<file path="src/rtl/dcache_ctrl.sv">
// dcache_ctrl: direct-mapped, write-back, write-allocate L1 data cache controller.
// It sits after the CPU MEM stage and holds the pipeline while a miss is serviced.
// A miss is serviced through a req/ack handshake with a 256-bit-line backing memory.
module dcache_ctrl #(
  parameter int LINES     = 16,
  parameter int LINE_BITS = 256,
  parameter int ADDR_W    = 32
) (
  input  logic                 clk_i,
  input  logic                 rst_i,
  input  logic                 cpu_req_i,
  input  logic                 cpu_we_i,
  input  logic [ADDR_W-1:0]    cpu_addr_i,
  input  logic [31:0]          cpu_data_i,
  output logic [31:0]          cpu_data_o,
  output logic                 cpu_stall_o,
  output logic                 mem_req_o,
  output logic                 mem_we_o,
  output logic [ADDR_W-1:0]    mem_addr_o,
  output logic [LINE_BITS-1:0] mem_data_o,
  input  logic [LINE_BITS-1:0] mem_data_i,
  input  logic                 mem_ack_i
);

  localparam int IDX = $clog2(LINES);
  localparam int TAG = ADDR_W - 5 - IDX;

  typedef enum logic [1:0] {
    ST_IDLE      = 2'd0,
    ST_WRITEBACK = 2'd1,
    ST_ALLOCATE  = 2'd2
  } state_t;

  state_t state_q, state_d;

  logic [LINES-1:0]     valid_q;
  logic [LINES-1:0]     dirty_q;
  logic [TAG-1:0]       tag_arr_q  [LINES];
  logic [LINE_BITS-1:0] data_arr_q [LINES];

  logic [2:0]     word_s;
  logic [IDX-1:0] index_s;
  logic [TAG-1:0] tag_s;
  logic           hit_s;
  logic           wr_hit_s;
  logic           fill_s;
  logic           wb_done_s;
  logic           unused_s;

  // Address split; the byte offset within a word is not used by word accesses.
  assign word_s   = cpu_addr_i[4:2];
  assign index_s  = cpu_addr_i[5+IDX-1:5];
  assign tag_s    = cpu_addr_i[ADDR_W-1:5+IDX];
  assign unused_s = ^cpu_addr_i[1:0];

  // A hit is only recognised in IDLE, so an access completes at most once per miss.
  assign hit_s     = cpu_req_i & valid_q[index_s] & (tag_arr_q[index_s] == tag_s)
                   & (state_q == ST_IDLE);
  assign wr_hit_s  = hit_s & cpu_we_i;
  assign fill_s    = (state_q == ST_ALLOCATE) & mem_ack_i;
  assign wb_done_s = (state_q == ST_WRITEBACK) & mem_ack_i;

  // State register with synchronous active-low reset.
  always_ff @(posedge clk_i) begin
    if (!rst_i) begin
      state_q <= ST_IDLE;
    end else begin
      state_q <= state_d;
    end
  end

  // Valid/dirty bookkeeping: fills install a clean line, stores mark it dirty.
  always_ff @(posedge clk_i) begin
    if (!rst_i) begin
      valid_q <= '0;
      dirty_q <= '0;
    end else if (fill_s) begin
      valid_q[index_s] <= 1'b1;
      dirty_q[index_s] <= 1'b0;
    end else if (wb_done_s) begin
      // The victim now matches memory, which matters if the requester went away.
      dirty_q[index_s] <= 1'b0;
    end else if (wr_hit_s) begin
      dirty_q[index_s] <= 1'b1;
    end
  end

  // Tag and data arrays: no reset, their contents are qualified by valid_q.
  always_ff @(posedge clk_i) begin
    if (fill_s) begin
      tag_arr_q[index_s]  <= tag_s;
      data_arr_q[index_s] <= mem_data_i;
    end else if (wr_hit_s) begin
      data_arr_q[index_s][{word_s, 5'd0} +: 32] <= cpu_data_i;
    end
  end

  // Next-state logic and memory-side outputs.
  always_comb begin
    state_d    = state_q;
    mem_req_o  = 1'b0;
    mem_we_o   = 1'b0;
    mem_addr_o = {ADDR_W{1'b0}};
    mem_data_o = {LINE_BITS{1'b0}};
    case (state_q)
      ST_IDLE: begin
        if (cpu_req_i && !hit_s) begin
          if (valid_q[index_s] && dirty_q[index_s]) begin
            state_d = ST_WRITEBACK;
          end else begin
            state_d = ST_ALLOCATE;
          end
        end else begin
          state_d = ST_IDLE;
        end
      end
      ST_WRITEBACK: begin
        mem_req_o  = 1'b1;
        mem_we_o   = 1'b1;
        mem_addr_o = {tag_arr_q[index_s], index_s, 5'b0};
        mem_data_o = data_arr_q[index_s];
        if (mem_ack_i) begin
          // With the requester gone there is nothing to allocate.
          state_d = cpu_req_i ? ST_ALLOCATE : ST_IDLE;
        end else begin
          state_d = ST_WRITEBACK;
        end
      end
      ST_ALLOCATE: begin
        mem_req_o  = 1'b1;
        mem_addr_o = {tag_s, index_s, 5'b0};
        if (mem_ack_i) begin
          state_d = ST_IDLE;
        end else begin
          state_d = ST_ALLOCATE;
        end
      end
      default: begin
        state_d = ST_IDLE;
      end
    endcase
  end

  // CPU-side outputs: load data only on a read hit, stall on a miss or while busy.
  always_comb begin
    cpu_data_o  = 32'd0;
    cpu_stall_o = (cpu_req_i & ~hit_s) | (state_q != ST_IDLE);
    if (hit_s && !cpu_we_i) begin
      cpu_data_o = data_arr_q[index_s][{word_s, 5'd0} +: 32];
    end else begin
      cpu_data_o = 32'd0;
    end
  end

endmodule

</file>
<file path="config.mk">
export PLATFORM = sky130hd
export DESIGN_NAME = dcache_ctrl
export DESIGN_NICKNAME = d
export VERILOG_FILES = /design/src/rtl/dcache_ctrl.sv
export SDC_FILE = /design/constraint.sdc
export NUM_CORES = 2
export LEC_CHECK = 0
export BUFFER_PORTS_ARGS = -buffer_cell sky130_fd_sc_hd__buf_2
export CORE_UTILIZATION = 45
export DETAILED_ROUTE_END_ITERATION = 16
export PLACE_DENSITY = 0.69
export SKIP_CTS_REPAIR_TIMING = 1
export SYNTH_ARGS = -nofsm -noshare
export SYNTH_HDL_FRONTEND = slang
export SYNTH_MEMORY_MAX_BITS = 65536
export SYNTH_SLANG_ARGS = --single-unit
</file>
<file path="constraint.sdc">
create_clock -name clk_i -period 5.2 [get_ports clk_i]
set_input_delay 0.78 -clock clk_i [delete_from_list [all_inputs] [get_ports clk_i]]
set_output_delay 0.78 -clock clk_i [all_outputs]
set_load 0.05 [all_outputs]
</file>
---- Yosys cells after proc, flatten, opt, wreduce, memory -nomap -nowiden ----
Memory sizes are Yosys's and may differ from the RTL's.
Index checks and enable logic that the tools add are counted.
storage, ports and cells
  logic and storage cells ................. 574
  register bits after elaboration ......... 34
  output and inout port bits .............. 323
  input port bits ......................... 325
  memory bits (writable) .................. 4464
  memories ................................ 2
memory list
  name        words  width  rd ports  clocked after memory_dff  wr ports  RTL line  source
  data_arr_q  16     256    1         0                         1         39        logic [LINE_BITS-1:0] data_arr_q [LINES];
  tag_arr_q   16     23     1         0                         1         38        logic [TAG-1:0] tag_arr_q [LINES];
cells by class
  shift-type cells ........................ 3
  reductions and logical operators ........ 10
  bitwise gates (word level) .............. 269
  equality and inequality tests ........... 3
  add/sub/neg operators ................... 1
  multiplexer cells ....................... 281
  magnitude comparators ................... 2
operators by type and width
  kind                                                                           number
  256-bit two-way mux                                                            2
  1-bit two-way mux                                                              265
  1-bit OR                                                                       257
  32-bit by 10-bit variable shift with 256-bit output (first input constant)     1
  256-bit by 9-bit variable part select with 32-bit output                       1
  32-bit by 10-bit variable part select with 256-bit output                      1
  32-bit one-hot mux with 2 select lines                                         1
  16-bit two-way mux                                                             3
  32-bit two-way mux                                                             1
  16-bit OR                                                                      2
  23-bit equality test                                                           1
  16-bit AND                                                                     1
  16-bit NOT                                                                     1
  2-bit two-way mux                                                              5
  8-bit negation with 10-bit output                                              1
  1-bit binary-select mux with 4-bit select                                      2
  1-bit AND                                                                      7
  2-bit one-hot mux with 3 select lines                                          1
  4-bit by 5-bit less-than comparator with 1-bit output (second input constant)  1
  1-bit demux with 4-bit select                                                  1
  4-bit by 1-bit >= comparator with 1-bit output (second input constant)         1
  1-bit logical AND                                                              4
  3-bit nonzero test                                                             1
  2-bit by 1-bit equality test with 1-bit output (second input constant)         1
  other kinds (6)                                                                7

---- Depth between registers and ports, before layout ----
  word-level depth ........................ 10
  depth in mapped cells ................... 17
  gate-level depth less buffers ........... 9

---- Least setup slack after synthesis ----
No wires, ideal clock.
  kind .................................... in2reg
  start point ............................. input port cpu_addr_i[5]
  end point ............................... memory data_arr_q[14][100], enable pin
  setup time .............................. 0.432 ns
  stages on the path ...................... 13
  data required time ...................... 4.768 ns
  path buffers ............................ 5
  data arrival time ....................... 5.136 ns
  slack ................................... -0.368 ns
  cells stage by stage .................... buf_6 -> buf_2 -> mux4_2 -> mux2i_1 -> nor2_1 -> a21oi_1 -> o2111ai_1 -> a2111oi_2 -> buf_2 -> nand4_4 -> buf_6 -> buf_4 -> a21oi_1
between the ends
  word-level cells in the longest chain between the ends .. 10
  elaborated cells on any way between the ends .. 12
  classes of those cells .................. eq/ne: 1; mux: 5; bitwise: 5; memory: 1
RTL lines
  element                                                                           RTL line  source
  from (decl)                                                                       13        input logic [ADDR_W-1:0] cpu_addr_i,
  parallel branches: the longest is 10 deep, another holds memory read 16 x 23 bit  --
  to (decl)                                                                         39
Several ways; the timed one is not identified. The select of a mux whose other input is x is not followed.

---- Worst setup path in the final report ----
  start point ............................. memory tag_arr_q[9][5] (netlist name)
  end point ............................... output port cpu_data_o[2]
between the ends
  word-level cells in the longest chain between the ends .. 6
RTL lines
  element                  RTL line  source
  from (decl)              38
  memory read 16 x 23 bit  --
  23-bit equality test     57        assign hit_s = cpu_req_i & valid_q[index_s] & (tag_arr_q[index_s] == tag_s)
  1-bit AND                57
  1-bit AND                58        & (state_q == ST_IDLE);
  1-bit logical AND        148       if (hit_s && !cpu_we_i) begin
  32-bit two-way mux       148
  to (decl)                15        output logic [31:0] cpu_data_o,
No other way between the ends.

==> qor.csv <==
stage;metric;value;unit
synth;post-synth cell types;66;
placement;port bufs;640;
timing;Fin Clk Skew;0.0722;ns
floorplan;IO Count;648;
worst_setup_path;Worst Setup Path Type;register to primary output;
synth;Mapped Cells;7693;
global_routing;initial antenna violation count;162;
floorplan;die span in x;632;um
cells_and_area;most frequent cells in the layout;edfxtp_1, mux4_2, buf_2;
timing;RSZ-0062 raised after global routing;true;
timing;final hold violation count;0;
cts;Clock Path Buffers;4;
pwr;Switch Pwr;16.7;mW
worst_setup_path;Reg2Reg Setup Slack;0.92;ns
synth;EDFF count, synth;4464;
floorplan;Die Height;632;um
cts;CTS Sinks;4498;
cts;clk root buf;clkbuf_16;
cts;clk_lat worst skew;1.01;ns
detailed_routing;Detail Route Antenna Nets;0;
synth;area of the mapped netlist;0.178;sq mm
detailed_routing;drt first pass iters;6;
cts;CTS tree;done;
worst_setup_path;FF-to-FF Start;tag_arr_q[9][5];
pwr;sw frac;22.1;%
timing;Setup Total Neg Slack;-0.0320;ns
placement;Placed Cells;13700;
worst_hold_path;Hold Path Origin;cpu_addr_i[27];
pwr;combinational power share;6.7;%
detailed_routing;per-cell routed wire length;37.7;um
cells_and_area;non-filler cells, final;14700;
pwr;Clock power frac;40.4;%
worst_hold_path;Worst Hold Path EP;tag_arr_q[8][18];
synth;area leader, netlist;edfxtp_1;
pwr;PD cells;361;mW/mm^2
worst_setup_path;Crit Reg-Reg Endpoint;data_arr_q[15][1];
detailed_routing;via count;92300;
detailed_routing;vias per cell;6.30;
timing;setup violators final;1;
global_routing;total gr overflow;0;
worst_setup_path;CP max FO;33;
synth;syn_area_per_cell;23.2;sq um
run_status;failing checks;setup timing;
timing;period utilization;101;%
cells_and_area;Area Growth Syn to Fin;17.7;%
cts;Reg clk slew, reported paths;0.06;ns
cells_and_area;Final nets;9218;
worst_setup_path;crit path capture type;primary output;
cts;CTS Buf Count;427;
timing;Slew @ Worst Pin;1.25;ns
cells_and_area;share of cells above drive strength 1;39.9;%
run_status;status;finished, violations left;
worst_setup_path;WP data arrival;4.45;ns
timing;hold_ws;0.160;ns
floorplan;row cnt;230;
timing;worst setup margin;-0.0320;ns
pwr;Internal;59.0;mW
timing;Period minus WS final;5.23;ns
global_routing;first-pass GRT wire length;745000;um
synth;top-area cell type share of the netlist area;75.1;%
detailed_routing;Routed WL;552000;um
worst_hold_path;WHS Path Cells;1;
cts;H-tree levels;5;
synth;sequential fraction of the synthesis area;75.5;%
pwr;Pleak;67.0;nW
global_routing;GRT Total Usage;27.4;%
global_routing;vias in the first global route;89800;
placement;RD Place Congestion;0.964;
job;max cap viols;0;
detailed_routing;DR iter-0 viols;13700;
timing;Final Max Slew Viols;0;
worst_setup_path;Crit path required time;4.42;ns
global_routing;largest net degree at the start of global routing;129;
pwr;Max rail drop VDD;0.297;mV
pwr;Seq pwr share;52.9;%
timing;relative slew slack;15.9;%
synth;ys flop type;edfxtp_1;
placement;dpl hpwl;350000;um
timing;Max Freq;0.191;GHz
worst_setup_path;Critical Path Source Type;register;
cells_and_area;filler instances;29100;
synth;Yosys reg bits;4498;
worst_hold_path;worst hold-check path type;input pin to register;
cells_and_area;commonest non-fill, non-tap cell in the layout;edfxtp_1;
detailed_routing;detailed-route DRC error count;0;
synth;Synth Warn #;0;
synth;largest cells by area after synthesis;edfxtp_1, mux4_2, mux2_2, and2_1, clkbuf_1;
synth;async set-or-reset flop fraction in the synthesized netlist;0;%
floorplan;core area;0.393;sq mm
worst_setup_path;R2R depth;11;
floorplan;Initial Utilization;45.3;%
floorplan;die area;0.399;sq mm
-- power by group through the flow --
stage | registers [mW] | logic, mW | clock network [mW]
after floorplan | 40.8 | 2.48 | 0
after global placement | 40.8 | 4.88 | 0
after detailed placement | 40.8 | 4.98 | 0
after CTS | 40.0 | 5.00 | 30.8
after global routing | 40.0 | 5.18 | 32.1
final | 40.0 | 5.09 | 30.6
-- cell usage after synthesis, types with 6 or more instances --
cell	number
buf_4	16
a21oi_1	128
o31ai_1	17
o21ai_0	15
buf_2	121
edfxtp_1	4464
mux2_2	231
o22ai_1	15
mux2_4	12
a21boi_0	6
ha_1	6
o2bb2ai_1	6
a22oi_1	24
xor2_1	8
mux2_1	15
mux2i_1	78
nand3_1	16
dfxtp_1	34
and2_1	266
buf_6	23
buf_1	19
o211ai_1	20
nor2_1	63
mux4_2	1426
xnor2_1	14
clkbuf_1	297
inv_1	40
a31oi_1	7
nor2b_1	27
nand2_1	153
a21oi_2	40
a221oi_1	7
and3_1	7
-- worst max-delay path: stages, from the launching register on --
cell	delay (ns)
edfxtp_1	0.39
mux4_2	0.48
mux2i_1	0.22
xnor2_1	0.15
nor4b_1	0.33
a31oi_1	0.16
nor4_4	0.30
buf_4	0.19
nand4b_1	0.17
buf_12	0.21
a21oi_1	0.41
buf_4	0.21
buf_12	0.13
-- registers in the layout, indices dropped and copies added, names as in the netlist, named ones only --
name	cells
data_arr_q	4096
state_q	2
tag_arr_q	368
valid_q	16
-- per-layer routing --
| layer | part of all wire, % | wire, um | GRT usage [%] |
|---|---|---|---|
| met1 | 33 | 183000 | 33.9 |
| met2 | 47 | 262000 | 42.0 |
| met3 | 12 | 66100 | 7.18 |
| met4 | 7.4 | 41000 | 19.6 |
| met5 | 0.10 | 570 | 0.362 |
-- through the flow --
stage	total power [mW]	worst slack [ns]	utilization [%]	cell area [sq um]
2_1_floorplan	43.3	-0.367	-	179000
6_report	75.7	-0.0320	53.4	210000
3_3_place_gp	45.7	-0.127	49.8	196000
4_1_cts	75.8	-0.192	53.2	209000
3_5_place_dp	45.8	-0.115	49.8	196000
5_1_grt	77.3	-0.0357	53.3	210000
-- final cells by class --
class	instances	area (sq um)	area share [%]
Clock inverter	270	2560	1.22
Timing Repair Buffer	1237	11600	5.51
Inverter	44	176	0.0840
Clock buffer	508	11100	5.28
Tap cell	5220	6530	3.11
Multi-Input combinational cell	2679	42800	20.4
Antenna cell	194	485	0.231
Sequential cell	4498	135000	64.2
-- worst max path at each step --
stage	start	end
floorplan	cpu_addr_i[5]	data_arr_q[10][100]
global placement	cpu_addr_i[5]	cpu_data_o[12]
detailed placement	cpu_addr_i[5]	cpu_data_o[12]
CTS	tag_arr_q[13][20]	cpu_data_o[12]
global route	tag_arr_q[9][5]	cpu_data_o[2]
finish	tag_arr_q[9][5]	cpu_data_o[2]
-- logic make-up after synthesis --
group           after synthesis  share of synthesized area (%)
other cells                   1                        0.00210
fa+ha+maj                     6                         0.0421
compound gates              316                           1.17
xor+xnor                     22                          0.108
buf+inv                     520                           1.31
mux                        1763                           20.1
simple gates                567                           1.73
flops                      4498                           75.5
Note: power is estimated with default switching activity, not from simulation.
